$ cat src/rtl/rf_pkg.sv
// rtl/rf_pkg.sv - shared types and read-value selection for the register file
package rf_pkg;

    localparam int RF_WIDTH = 8;
    localparam int RF_DEPTH = 4;
    localparam int RF_AW    = $clog2(RF_DEPTH);

    typedef logic [RF_AW-1:0] rf_addr_t;

    // Source of the value a read port captures
    typedef enum logic [1:0] {
        RF_SEL_ZERO  = 2'd0,
        RF_SEL_WDATA = 2'd1,
        RF_SEL_MEM   = 2'd2
    } rf_sel_e;

    // Hardwired zero beats clear, clear beats bypass, bypass beats storage
    function automatic rf_sel_e rf_rd_sel(input logic zero_hit,
                                          input logic clr,
                                          input logic bypass_hit);
        if (zero_hit)
            return RF_SEL_ZERO;
        else if (clr)
            return RF_SEL_ZERO;
        else if (bypass_hit)
            return RF_SEL_WDATA;
        else
            return RF_SEL_MEM;
    endfunction

endpackage

$ cat src/rtl/rf_read_port.sv
// rtl/rf_read_port.sv - one registered read port with write-first bypass
module rf_read_port
    import rf_pkg::*;
#(
    parameter int WIDTH    = RF_WIDTH,
    parameter int AW       = RF_AW,
    parameter int ZERO_REG = 0
) (
    input  logic             CLK,
    input  logic             RSTN,
    input  logic             CLR,
    input  logic             WE,
    input  logic [AW-1:0]    WADDR,
    input  logic [WIDTH-1:0] WDATA,
    input  logic             RE,
    input  logic [AW-1:0]    RADDR,
    input  logic [WIDTH-1:0] MEM_DATA,
    output logic [WIDTH-1:0] RDATA,
    output logic             RVALID
);

    logic             zero_hit;
    logic             bypass_hit;
    rf_sel_e          sel;
    logic [WIDTH-1:0] rd_value;

    assign zero_hit   = (ZERO_REG != 0) && (RADDR == '0);
    assign bypass_hit = WE && (WADDR == RADDR);
    assign sel        = rf_rd_sel(zero_hit, CLR, bypass_hit);

    // Pick the value this port would capture at the coming edge
    always_comb begin
        rd_value = '0;
        case (sel)
            RF_SEL_ZERO:  rd_value = '0;
            RF_SEL_WDATA: rd_value = WDATA;
            RF_SEL_MEM:   rd_value = MEM_DATA;
            default:      rd_value = '0;
        endcase
    end

    // Capture on RE; data holds when idle while valid drops
    always_ff @(posedge CLK or negedge RSTN) begin
        if (!RSTN) begin
            RDATA  <= '0;
            RVALID <= 1'b0;
        end else begin
            RVALID <= RE;
            if (RE)
                RDATA <= rd_value;
        end
    end

endmodule

$ cat src/rtl/reg_file_nr1w.sv
// rtl/reg_file_nr1w.sv - DEPTH x WIDTH register file, one write port, NRD read ports
module reg_file_nr1w
    import rf_pkg::*;
#(
    parameter int   WIDTH    = RF_WIDTH,
    parameter int   DEPTH    = RF_DEPTH,
    parameter int   NRD      = 2,
    parameter int   ZERO_REG = 0,
    localparam int  AW       = $clog2(DEPTH)
) (
    input  logic                 CLK,
    input  logic                 RSTN,
    input  logic                 CLR,
    input  logic                 WE,
    input  logic [AW-1:0]        WADDR,
    input  logic [WIDTH-1:0]     WDATA,
    input  logic [NRD-1:0]       RE,
    input  logic [NRD*AW-1:0]    RADDR,
    output logic [NRD*WIDTH-1:0] RDATA,
    output logic [NRD-1:0]       RVALID
);

    logic [WIDTH-1:0] mem [DEPTH];
    logic             wr_en;

    // Writes to a hardwired-zero register 0 are discarded; clear beats write
    assign wr_en = WE && !CLR && !((ZERO_REG != 0) && (WADDR == '0));

    // Storage: async reset, synchronous bulk clear, single write port
    always_ff @(posedge CLK or negedge RSTN) begin
        if (!RSTN) begin
            for (int i = 0; i < DEPTH; i++)
                mem[i] <= '0;
        end else if (CLR) begin
            for (int i = 0; i < DEPTH; i++)
                mem[i] <= '0;
        end else if (wr_en) begin
            mem[WADDR] <= WDATA;
        end
    end

    for (genvar p = 0; p < NRD; p++) begin : g_rd
        logic [AW-1:0]    raddr_p;
        logic [WIDTH-1:0] mem_rd;

        assign raddr_p = RADDR[p*AW +: AW];
        assign mem_rd  = mem[raddr_p];

        rf_read_port #(
            .WIDTH    (WIDTH),
            .AW       (AW),
            .ZERO_REG (ZERO_REG)
        ) u_port (
            .CLK      (CLK),
            .RSTN     (RSTN),
            .CLR      (CLR),
            .WE       (WE),
            .WADDR    (WADDR),
            .WDATA    (WDATA),
            .RE       (RE[p]),
            .RADDR    (raddr_p),
            .MEM_DATA (mem_rd),
            .RDATA    (RDATA[p*WIDTH +: WIDTH]),
            .RVALID   (RVALID[p])
        );
    end

endmodule
$ cat config.mk
export PLATFORM = sky130hd
export DESIGN_NAME = reg_file_nr1w
export DESIGN_NICKNAME = d
export VERILOG_FILES = /design/src/rtl/rf_pkg.sv /design/src/rtl/rf_read_port.sv /design/src/rtl/reg_file_nr1w.sv
export SDC_FILE = /design/constraint.sdc
export NUM_CORES = 1
export LEC_CHECK = 0
export ABC_AREA = 1
export ABC_CLOCK_PERIOD_IN_PS = 2000
export CORE_ASPECT_RATIO = 1.2
export CORE_MARGIN = 8
export CORE_UTILIZATION = 33
export DETAILED_ROUTE_END_ITERATION = 16
export SYNTH_ARGS = -nofsm -noshare
export SYNTH_HDL_FRONTEND = slang
export SYNTH_HIERARCHICAL = 1
export SYNTH_SLANG_ARGS = --single-unit
$ cat constraint.sdc
create_clock -name CLK -period 2 [get_ports CLK]
set_clock_uncertainty 0.1 [all_clocks]
set_input_delay 0.4 -clock CLK [delete_from_list [all_inputs] [get_ports CLK]]
set_output_delay 0.4 -clock CLK [all_outputs]
set_load 0.02 [all_outputs]
==> metrics.txt <==
final setup violating endpoints 0; static leakage 2.15 nW; fraction of registers with async set or reset after synthesis 100%; Yosys reg bits 50; number of clock sinks 50; Placement Rows 38; post-synthesis adder-cell area fraction 0%; clock period minus worst slack 1.80 ns; count of instances resized after the clock tree is built 0; number of warnings printed during yosys synthesis 6; biggest area contributors in the synthesized netlist sky130_fd_sc_hd__dfrtp_1 (41%), sky130_fd_sc_hd__nand2_1 (26%), sky130_fd_sc_hd__nand3_1 (13%); simple-gate share of the synthesized area 48.1%; H-tree lvl count 2; die footprint 12700 um^2; portion of synthesized cell area occupied by the leading cell type 40.7%; total instance count after detailed placement 628; worst-path maximum fanout 2; result of the run completed; category of the worst setup path launch point flop; total I/O pin count 38; worst slew margin relative to its limit 60.6%; maximum number of pins on one net before global-route repair 33; most instantiated flip-flop cell in the synthesis netlist sky130_fd_sc_hd__dfrtp_1; fraction of layout cells with a size suffix above 1 10.1%; ordered list of cells on the worst path clkdlybuf4s50_1; CP Capture Type primary output; global router's overall resource usage 16.1%; compound-cell area share of the yosys netlist 0.488%; number of instances in the synthesized netlist 466; number of iterations in the first detailed-routing pass 4; global-route wire length before repair 16200 um; critical path's slowest cell sky130_fd_sc_hd__clkdlybuf4s50_1; PwrDens 616 nW/um^2; maximum root-to-sink buffer count 2; Post-synth top cells sky130_fd_sc_hd__nand2_1 (216), sky130_fd_sc_hd__nand3_1 (80), sky130_fd_sc_hd__inv_1 (53), sky130_fd_sc_hd__dfrtp_1 (50), sky130_fd_sc_hd__nand4_1 (16); average size of a mapped cell 6.61 um^2; post-detailed-placement cell area 3670 um^2; grt total ovfl 0; hpwl dp 7600 um; master cell of the clock root buffer sky130_fd_sc_hd__clkbuf_8; RSZ-0062 raised after global routing no; post-synthesis sequential area ratio 40.7%; highest clock rate 555 MHz; post-detailed-route via-to-cell ratio 4.74; wire length after detailed routing 9750 um; signal arrival time at the worst endpoint 1.30 ns; peak per-stage delay on the critical path 0.61 ns; violation count after the first detailed-route iteration 204; antenna violations before repair 0; ratio of final minimum period to clock period 90.1%; final weighted congestion of routability-driven global placement 0.939; Worst path top cell family by delay buffers and inverters; drt wl/cell 15.3 um; measured slew at the worst slew-check pin 0.591 ns; Layout Nets 536; area share of xor/xnor cells in the synthesized design 0%; highest ir drop seen on vdd 0.261 mV; insertion delay to the later sink of the worst-skew pair 0.32 ns; CTS tree yes; die width 104 um; Req. time, crit path 1.50 ns; final hold viol count 0; WHS 0.384 ns; number of max-slew violations in the final report 0; sum of negative setup slack 0 ns; core area 9080 um^2; number of synthesized flops with an enable pin 0; Worst-path clk slew 0.09 ns; kind of critical path reg -> out; vias in the first global route 3052; die boundary height 122 um; area leader, netlist sky130_fd_sc_hd__dfrtp_1; Layout Cell Area excl Fill 3790 um^2; share of cell area taken by muxes after synthesis 0%; dominant combinational cell family by area after synthesis simple AND/OR/NAND/NOR gates; via count 3018; worst min-delay path category reg -> reg; residual DRC count 0; synth-to-layout area growth 23.2%; Post-Syn Area 3080 um^2; net count after synthesis 486; count of unique library cells instantiated by Yosys 18; number of clock buffers inserted by TritonCTS 5; max cap viols 0; Post-Layout Cell Count 637; Critical path buffers and inverters 1; number of antenna-violating nets in the routed design 0; Antenna Cells 0; most repeated cell in the gate-level netlist after synthesis sky130_fd_sc_hd__nand2_1; count of buffers inserted at the top-level ports 37; effective utilization at floorplan 33.9%
==> layout make-up <==
class,instances,area (um^2)
Sequential cell,50,1250
Clock inverter,1,30.0
Tap cell,120,150
Inverter,62,234
Clock buffer,7,76.3
Timing Repair Buffer,60,553
Fill cell,969,5290
Multi-Input combinational cell,337,1500
==> sequential cells by signal (all words and copies together), names as in the netlist <==
register / flops
g_rd.u_port/RVALID: 2
mem: 32
g_rd.u_port/RDATA: 16
==> metal layers <==
layer / global-route usage [%] / routed length [um] / vias up
li1: - / - / 1544
met1: 19.1 / 4260 / 1365
met2: 26.8 / 4540 / 86
met3: 3.59 / 494 / 23
met4: 8.70 / 454 / 0
met5: 0 / 0 / -
==> worst register-to-register path: cells and delay by family, from the launching register on <==
kind	cells	cell delay [ns]
and+or+nand+nor	7	0.57
buffers and inverters	1	0.07
DFF	1	0.39
==> report_power, final <==
part | internal (mW) | total [mW] | leakage [nW] | switching (mW)
combinational | 0.199 | 0.529 | 1.42 | 0.329
sequential | 1.06 | 1.09 | 0.678 | 0.0265
clock | 0.375 | 0.718 | 0.0524 | 0.344
total | 1.63 | 2.33 | 2.15 | 0.700
==> per-stage QoR <==
stage | worst slack, ns | power, mW | util, %
floorplan | 0.657 | 1.39 | -
global placement | 0.0340 | 1.63 | 40.5
detailed placement | 0.00781 | 1.64 | 40.5
CTS | 0.172 | 2.36 | 41.7
global route | 0.129 | 2.47 | 41.7
finish | 0.198 | 2.33 | 41.7
==> cell families after synthesis <==
kind of cell    after synthesis
simple gates                335
flops                        50
buf+inv                      79
compound gates                2
==> repair_timing <==
action,4_1_cts,5_1_grt
buffers inserted,0,0
endpoints found under the hold margin,13,0
hold buffers,1,0
==> path summary, 6_finish.rpt <==
kind                                    startpoint                      end  slack, ns  cells past startpoint
setup / recovery           g_rd[1].u_port/RDATA[2]                RDATA[10]       0.20                      1
hold reg to reg            g_rd[1].u_port/RDATA[4]  g_rd[1].u_port/RDATA[4]       0.38                      2
max in group asynchronous                     RSTN                  mem[20]       0.64                      3
setup reg to reg                           mem[22]  g_rd[0].u_port/RDATA[6]       0.77                      8
min in group asynchronous                     RSTN  g_rd[0].u_port/RDATA[2]       0.52                      2
hold / removal             g_rd[1].u_port/RDATA[4]  g_rd[1].u_port/RDATA[4]       0.38                      2
==> layout by cell type, fill, tap and decap left out <==
cell and instances:
sky130_fd_sc_hd__inv_2 8, sky130_fd_sc_hd__clkbuf_1 2, sky130_fd_sc_hd__buf_4 21, sky130_fd_sc_hd__nand2_2 2, sky130_fd_sc_hd__clkbuf_8 5, sky130_fd_sc_hd__nand3_2 5
sky130_fd_sc_hd__dlygate4sd3_1 1, sky130_fd_sc_hd__clkdlybuf4s50_1 36, sky130_fd_sc_hd__dfrtp_1 50, sky130_fd_sc_hd__a21boi_1 2, sky130_fd_sc_hd__inv_1 53, sky130_fd_sc_hd__bufinv_16 1
sky130_fd_sc_hd__nand2_4 2, sky130_fd_sc_hd__nor2_4 4, sky130_fd_sc_hd__buf_2 1, sky130_fd_sc_hd__nand2_1 216, sky130_fd_sc_hd__buf_12 1, sky130_fd_sc_hd__clkinv_2 1
sky130_fd_sc_hd__nor2_2 1, sky130_fd_sc_hd__nor2_1 9, sky130_fd_sc_hd__nand3_1 80, sky130_fd_sc_hd__nand4_1 16
Power figures use the tool's default switching activity.
